## config.mk

```make
export PLATFORM = sky130hd
export DESIGN_NAME = rx_sample_arbiter
export DESIGN_NICKNAME = d
export VERILOG_FILES = /design/src/rtl/rx_arb_pkg.sv /design/src/rtl/rx_sample_arbiter_rr_picker.sv /design/src/rtl/rx_sample_arbiter.sv
export SDC_FILE = /design/constraint.sdc
export NUM_CORES = 1
export LEC_CHECK = 0
export ABC_AREA = 0
export ABC_CLOCK_PERIOD_IN_PS = 10500
export CAP_MARGIN = 0
export CORE_MARGIN = 10
export CORE_UTILIZATION = 45
export DETAILED_ROUTE_END_ITERATION = 8
export GPL_ROUTABILITY_DRIVEN = 0
export PLACE_DENSITY = 0.85
export SYNTH_ARGS = -nofsm -noshare
export SYNTH_HDL_FRONTEND = slang
export SYNTH_SLANG_ARGS = --single-unit
```

## constraint.sdc

```tcl
create_clock -name clock -period 10.5 [get_ports clock]
set_input_delay 1.05 -clock clock [delete_from_list [all_inputs] [get_ports clock]]
set_output_delay 1.05 -clock clock [all_outputs]
set_load 0.05 [all_outputs]
```

## src/rtl/rx_arb_pkg.sv

```systemverilog
// Shared types and constants for the receiver sample arbiter.
// Also used by the TX-side arbiters that reuse rr_picker.
package rx_arb_pkg;

  localparam int MAX_RX         = 8;
  localparam int DEF_DATA_WIDTH = 24;
  localparam int DEF_ID_WIDTH   = 3;

  typedef logic [DEF_ID_WIDTH-1:0] rx_id_t;

  // Low bit of lane k on a packed per-receiver bus.
  function automatic int slice_lo(input int k, input int w);
    return k * w;
  endfunction

endpackage

```

## src/rtl/rx_sample_arbiter_rr_picker.sv

```systemverilog
// Combinational round-robin picker.
// Grants the first request at or above ptr, wrapping modulo NUM_RX.
module rr_picker #(
  parameter int NUM_RX   = 4,
  parameter int ID_WIDTH = 3
) (
  input  logic [NUM_RX-1:0]   req,
  input  logic [ID_WIDTH-1:0] ptr,
  output logic [ID_WIDTH-1:0] grant_idx,
  output logic                grant_valid
);

  // The upper pass takes priority.
  // The wrapped pass only runs when nothing at or above ptr is requesting.
  always_comb begin
    grant_idx   = '0;
    grant_valid = 1'b0;
    for (int j = NUM_RX - 1; j >= 0; j--) begin
      if (req[j] && (ID_WIDTH'(j) >= ptr)) begin
        grant_idx   = ID_WIDTH'(j);
        grant_valid = 1'b1;
      end
    end
    if (!grant_valid) begin
      for (int j = NUM_RX - 1; j >= 0; j--) begin
        if (req[j]) begin
          grant_idx   = ID_WIDTH'(j);
          grant_valid = 1'b1;
        end
      end
    end
  end

endmodule

```

## src/rtl/rx_sample_arbiter.sv

```systemverilog
// Serialises per-receiver I/Q samples into one tagged valid/ready stream.
// One holding slot per receiver, round-robin grant, sticky overrun flags.
module rx_sample_arbiter
  import rx_arb_pkg::*;
#(
  parameter int NUM_RX     = 4,
  parameter int DATA_WIDTH = DEF_DATA_WIDTH,
  parameter int ID_WIDTH   = 3
) (
  input  logic                         clock,
  input  logic                         reset_n,
  input  logic [NUM_RX-1:0]            rx_enable,
  input  logic [NUM_RX-1:0]            rx_strobe,
  input  logic [NUM_RX*DATA_WIDTH-1:0] rx_data_I,
  input  logic [NUM_RX*DATA_WIDTH-1:0] rx_data_Q,
  output logic                         out_valid,
  input  logic                         out_ready,
  output logic [ID_WIDTH-1:0]          out_rx_id,
  output logic [DATA_WIDTH-1:0]        out_data_I,
  output logic [DATA_WIDTH-1:0]        out_data_Q,
  output logic [NUM_RX-1:0]            overrun,
  input  logic                         overrun_clear
);

  logic [NUM_RX-1:0]     pending;
  logic [DATA_WIDTH-1:0] slot_i [NUM_RX];
  logic [DATA_WIDTH-1:0] slot_q [NUM_RX];
  logic [ID_WIDTH-1:0]   ptr;
  logic [ID_WIDTH-1:0]   grant_idx;
  logic                  grant_valid;
  logic                  load;
  logic [NUM_RX-1:0]     cap;
  logic [NUM_RX-1:0]     gnt;
  logic [NUM_RX-1:0]     ovr_evt;
  logic [DATA_WIDTH-1:0] sel_i;
  logic [DATA_WIDTH-1:0] sel_q;

  assign load    = !out_valid || out_ready;
  assign cap     = rx_strobe & rx_enable;
  assign ovr_evt = cap & pending & ~gnt;

  rr_picker #(
    .NUM_RX  (NUM_RX),
    .ID_WIDTH(ID_WIDTH)
  ) u_pick (
    .req        (pending),
    .ptr        (ptr),
    .grant_idx  (grant_idx),
    .grant_valid(grant_valid)
  );

  always_comb begin
    gnt   = '0;
    sel_i = '0;
    sel_q = '0;
    for (int k = 0; k < NUM_RX; k++) begin
      if (load && grant_valid && (grant_idx == ID_WIDTH'(k))) begin
        gnt[k] = 1'b1;
        sel_i  = slot_i[k];
        sel_q  = slot_q[k];
      end
    end
  end

  // A strobe into a slot that is being granted refills it rather than overrunning.
  always_ff @(posedge clock) begin
    for (int k = 0; k < NUM_RX; k++) begin
      if (cap[k] && (!pending[k] || gnt[k])) begin
        slot_i[k] <= rx_data_I[slice_lo(k, DATA_WIDTH) +: DATA_WIDTH];
        slot_q[k] <= rx_data_Q[slice_lo(k, DATA_WIDTH) +: DATA_WIDTH];
      end
    end
  end

  always_ff @(posedge clock) begin
    if (!reset_n) begin
      pending <= '0;
      overrun <= '0;
    end else begin
      pending <= rx_enable & (cap | (pending & ~gnt));
      overrun <= (overrun & {NUM_RX{!overrun_clear}}) | ovr_evt;
    end
  end

  always_ff @(posedge clock) begin
    if (!reset_n) begin
      out_valid  <= 1'b0;
      out_rx_id  <= '0;
      out_data_I <= '0;
      out_data_Q <= '0;
      ptr        <= '0;
    end else if (load) begin
      out_valid <= grant_valid;
      if (grant_valid) begin
        out_rx_id  <= grant_idx;
        out_data_I <= sel_i;
        out_data_Q <= sel_q;
        ptr        <= (grant_idx == ID_WIDTH'(NUM_RX - 1)) ?
                      '0 : grant_idx + ID_WIDTH'(1);
      end
    end
  end

endmodule

```

==> out/qor.txt <==
================================================================================
Post-route antenna net violation count                                         0
Commonest cells after routing, fill and taps aside                  257 x sky130_fd_sc_hd__clkdlybuf4s50_1, 192 x sky130_fd_sc_hd__edfxtp_1, 61 x sky130_fd_sc_hd__dfxtp_1, 55 x sky130_fd_sc_hd__a21oi_1, 54 x sky130_fd_sc_hd__nand2_1
Post-synthesis area per instance                                      13.7 sq um
Final HPWL DP                                                            18.2 mm
Detailed Route Iter0 Violations                                              714
Kind of path behind the tightest hold check                              reg2reg
VDD IR max                                                                149 uV
Clk sinks                                                                    253
RSZ-0062 raised after global routing                                       false
Area of the mapped netlist                                            9890 sq um
Count of maximum capacitance violations                                        0
Period Utilization, post-route                                             0.374
Die area                                                             28300 sq um
Critical path endpoint category                                             flop
Clock share of power                                                       0.369
Clock buffer depth                                                             3
Number of distinct library cells after synthesis                              38
Critical Path Fanout Max                                                      50
Fraction of final layout cells sized beyond drive strength 1              0.0748
Global-route usage over all layers                                         0.189
Count of buffers inserted at the top-level ports                             258
Type of the worst setup path                                             reg2reg
Synthesis-to-layout area growth                                            37.3%
DRC violations left                                                            0
Pwr dens                                                             191 nW/um^2
Endpoint arrival time on the critical path                               4.11 ns
Outcome                                                             finished clean
Initial standard-cell utilization of the core                              0.455
Fin Clk Skew                                                          0.00947 ns
CTS Hold Bufs                                                                  0
Warning count from the yosys run                                               0
Post-placement cell area                                             12700 sq um
Data required time of the critical path                                 10.68 ns
Overall die height                                                        168 um
Clock tree root driver cell                                         sky130_fd_sc_hd__clkbuf_16
Time the worst path needs with I/O delays and setup                      3.93 ns
Cell Int Power                                                           1.90 mW
Maximum number of pins on one net before global-route repair                  98
Critical Path Source Type                                                   flop
Proportion of synthesized chip area in sequential cells                    0.706
Buffers inserted during post-CTS setup optimization                            0
Top flip-flop cell by instance count after synthesis                sky130_fd_sc_hd__edfxtp_1
Maximum clock frequency                                                  255 MHz
Sw Pwr                                                                  0.691 mW
Number of nets in the synthesized netlist                                    930
Worst hold margin                                                       0.484 ns
Core Box Area                                                        21800 sq um
Latest clock arrival within the worst-skew pair                          0.53 ns
Total grt overflow                                                             0
Clk pin slew, worst setup/hold paths                                     0.06 ns
Post-detailed-routing wire length                                        28.1 mm
Final standard cell area without fillers                             13600 sq um
Final count of pins violating max slew                                         0
LEAKAGE                                                                  4.78 nW
Number of flops mapped to enable cells by yosys                              192
Via count                                                                   7081
Ports                                                                        260
Detail-routed net length per standard cell                               22.4 um
Total count of hold-check failures in the final report                         0
Part of the total power dissipated in combinational logic                  0.178
Portion of total power attributed to sequential cells                      0.453
Number of register bits inferred by synthesis                                253
Sum of negative setup slack                                                 0 ns
Wire length of the first global-routing pass                             42.8 mm
Rows                                                                          54
Syn Inst Count                                                               722
Sw Ratio                                                                   0.267
FFs w/ async S/R, synth                                                        0
Number of antenna violations at the first check in global routing              1
Post-CTS sizing                                                                0
Slew of the pin with the lowest slew margin                              1.13 ns
Max-slew headroom at the worst pin                                         0.247
Vias per inst                                                               5.63
Vias in the first global route                                              7352
Total number of H-tree levels                                                  1
Most common library cell in the layout ignoring fill and taps       sky130_fd_sc_hd__clkdlybuf4s50_1
DIE WIDTH                                                                 168 um
Inserted Clock Buffers                                                        28
Fraction of the core area covered by cells at the end of the flow          0.624
Final-stage net count                                                       1162
# setup viols final                                                            0
Clock tree from TritonCTS                                                  built
First-pass iteration count of the detailed router                              7
Number of filler cells placed in the layout                                 1645
Overall power                                                            2.59 mW
================================================================================
-- kinds of logic (layout without fill, tap and decap cells) --
family	Yosys count	count (layout)	synth area share
AO/OA/AOI/OAI	171	171	0.142
AND/OR/NAND/NOR	174	174	0.0954
buffers and inverters	118	372	0.0501
multiplexers	1	1	0.00101
other	1	2	0.000379
adder cells (fa/ha/maj)	4	4	0.00506
flip-flops	253	253	0.706
-- layout make-up --
class	count	area, sq um	area share
Clock buffer	34	786	0.0579
Clock inverter	18	135	0.00995
Sequential cell	253	6990	0.515
Inverter	52	195	0.0144
Antenna cell	1	2.50	0.000184
Tap cell	280	350	0.0258
Multi-Input combinational cell	351	2470	0.182
Timing Repair Buffer	268	2650	0.195
-- Yosys cell counts, types with 2 or more instances --
cell                         n  area (sq um)
sky130_fd_sc_hd__o22ai_1     2          12.5
sky130_fd_sc_hd__a221oi_1   47           412
sky130_fd_sc_hd__a21oi_1    55           275
sky130_fd_sc_hd__nand2b_1    3          18.8
sky130_fd_sc_hd__nand3b_1   48           360
sky130_fd_sc_hd__buf_1       7          26.3
sky130_fd_sc_hd__nand2_1    54           203
sky130_fd_sc_hd__nor2b_1     7          43.8
sky130_fd_sc_hd__clkbuf_1   49           184
sky130_fd_sc_hd__a211oi_1    4          30.0
sky130_fd_sc_hd__inv_1      52           195
sky130_fd_sc_hd__nand3_1    51           255
sky130_fd_sc_hd__dfxtp_1    61          1220
sky130_fd_sc_hd__o221a_1    47           529
sky130_fd_sc_hd__nor2_1      5          18.8
sky130_fd_sc_hd__ha_1        4          50.1
sky130_fd_sc_hd__o211a_1     4          40.0
sky130_fd_sc_hd__edfxtp_1  192          5770
sky130_fd_sc_hd__o21a_1      4          30.0
sky130_fd_sc_hd__buf_2       3          15.0
sky130_fd_sc_hd__buf_6       6          67.6
-- through the flow --
stage | worst slack [ns] | instances
floorplan | 6.21 | 722
global route | 6.32 | 1257
global placement | 6.64 | 1204
CTS | 6.60 | 1256
finish | 6.57 | 1257
detailed placement | 6.52 | 1204
-- sequential cells by signal (all words and copies together), names as in the netlist --
| register | count |
|---|---|
| out_data_I | 24 |
| slot_q | 96 |
| ptr | 2 |
| out_data_Q | 24 |
| slot_i | 96 |
| out_valid | 1 |
| pending | 4 |
| overrun | 4 |
| out_rx_id | 2 |
-- power by group through the flow --
stage | sequential [mW] | combinational (mW) | clock (mW)
detailed placement | 1.19 | 0.461 | 0
floorplan | 1.28 | 0.179 | 0
global route | 1.18 | 0.492 | 1.02
global placement | 1.19 | 0.449 | 0
finish | 1.17 | 0.462 | 0.954
CTS | 1.17 | 0.464 | 0.968
-- critical path, cell delays in order, from the launching register on --
cell and delay [ns]:
sky130_fd_sc_hd__dfxtp_1 0.43, sky130_fd_sc_hd__or3b_2 0.53, sky130_fd_sc_hd__nand2b_1 0.18, sky130_fd_sc_hd__ha_2 0.92, sky130_fd_sc_hd__a21oi_1 0.28, sky130_fd_sc_hd__nor2_4 0.67
sky130_fd_sc_hd__buf_4 0.47
-- routing by layer --
metal | routed length, um | part of all wire | track usage | vias up
met2 | 14600 | 0.52 | 0.336 | 317
met1 | 10800 | 0.38 | 0.217 | 3494
met5 | 0 | 0 | 0 | -
met4 | 689 | 0.024 | 0.0560 | 0
li1 | - | - | - | 3225
met3 | 2110 | 0.075 | 0.0496 | 45
-- final timing paths --
check	from	endpoint	slack (ns)	depth (start not counted)
min	out_rx_id[0]	out_rx_id[0]	0.48	2
max reg2reg	pending[2]	slot_q[0][9]	6.57	6
max	pending[2]	slot_q[0][9]	6.57	6
min reg2reg	out_rx_id[0]	out_rx_id[0]	0.48	2
Power figures use the tool's default switching activity.
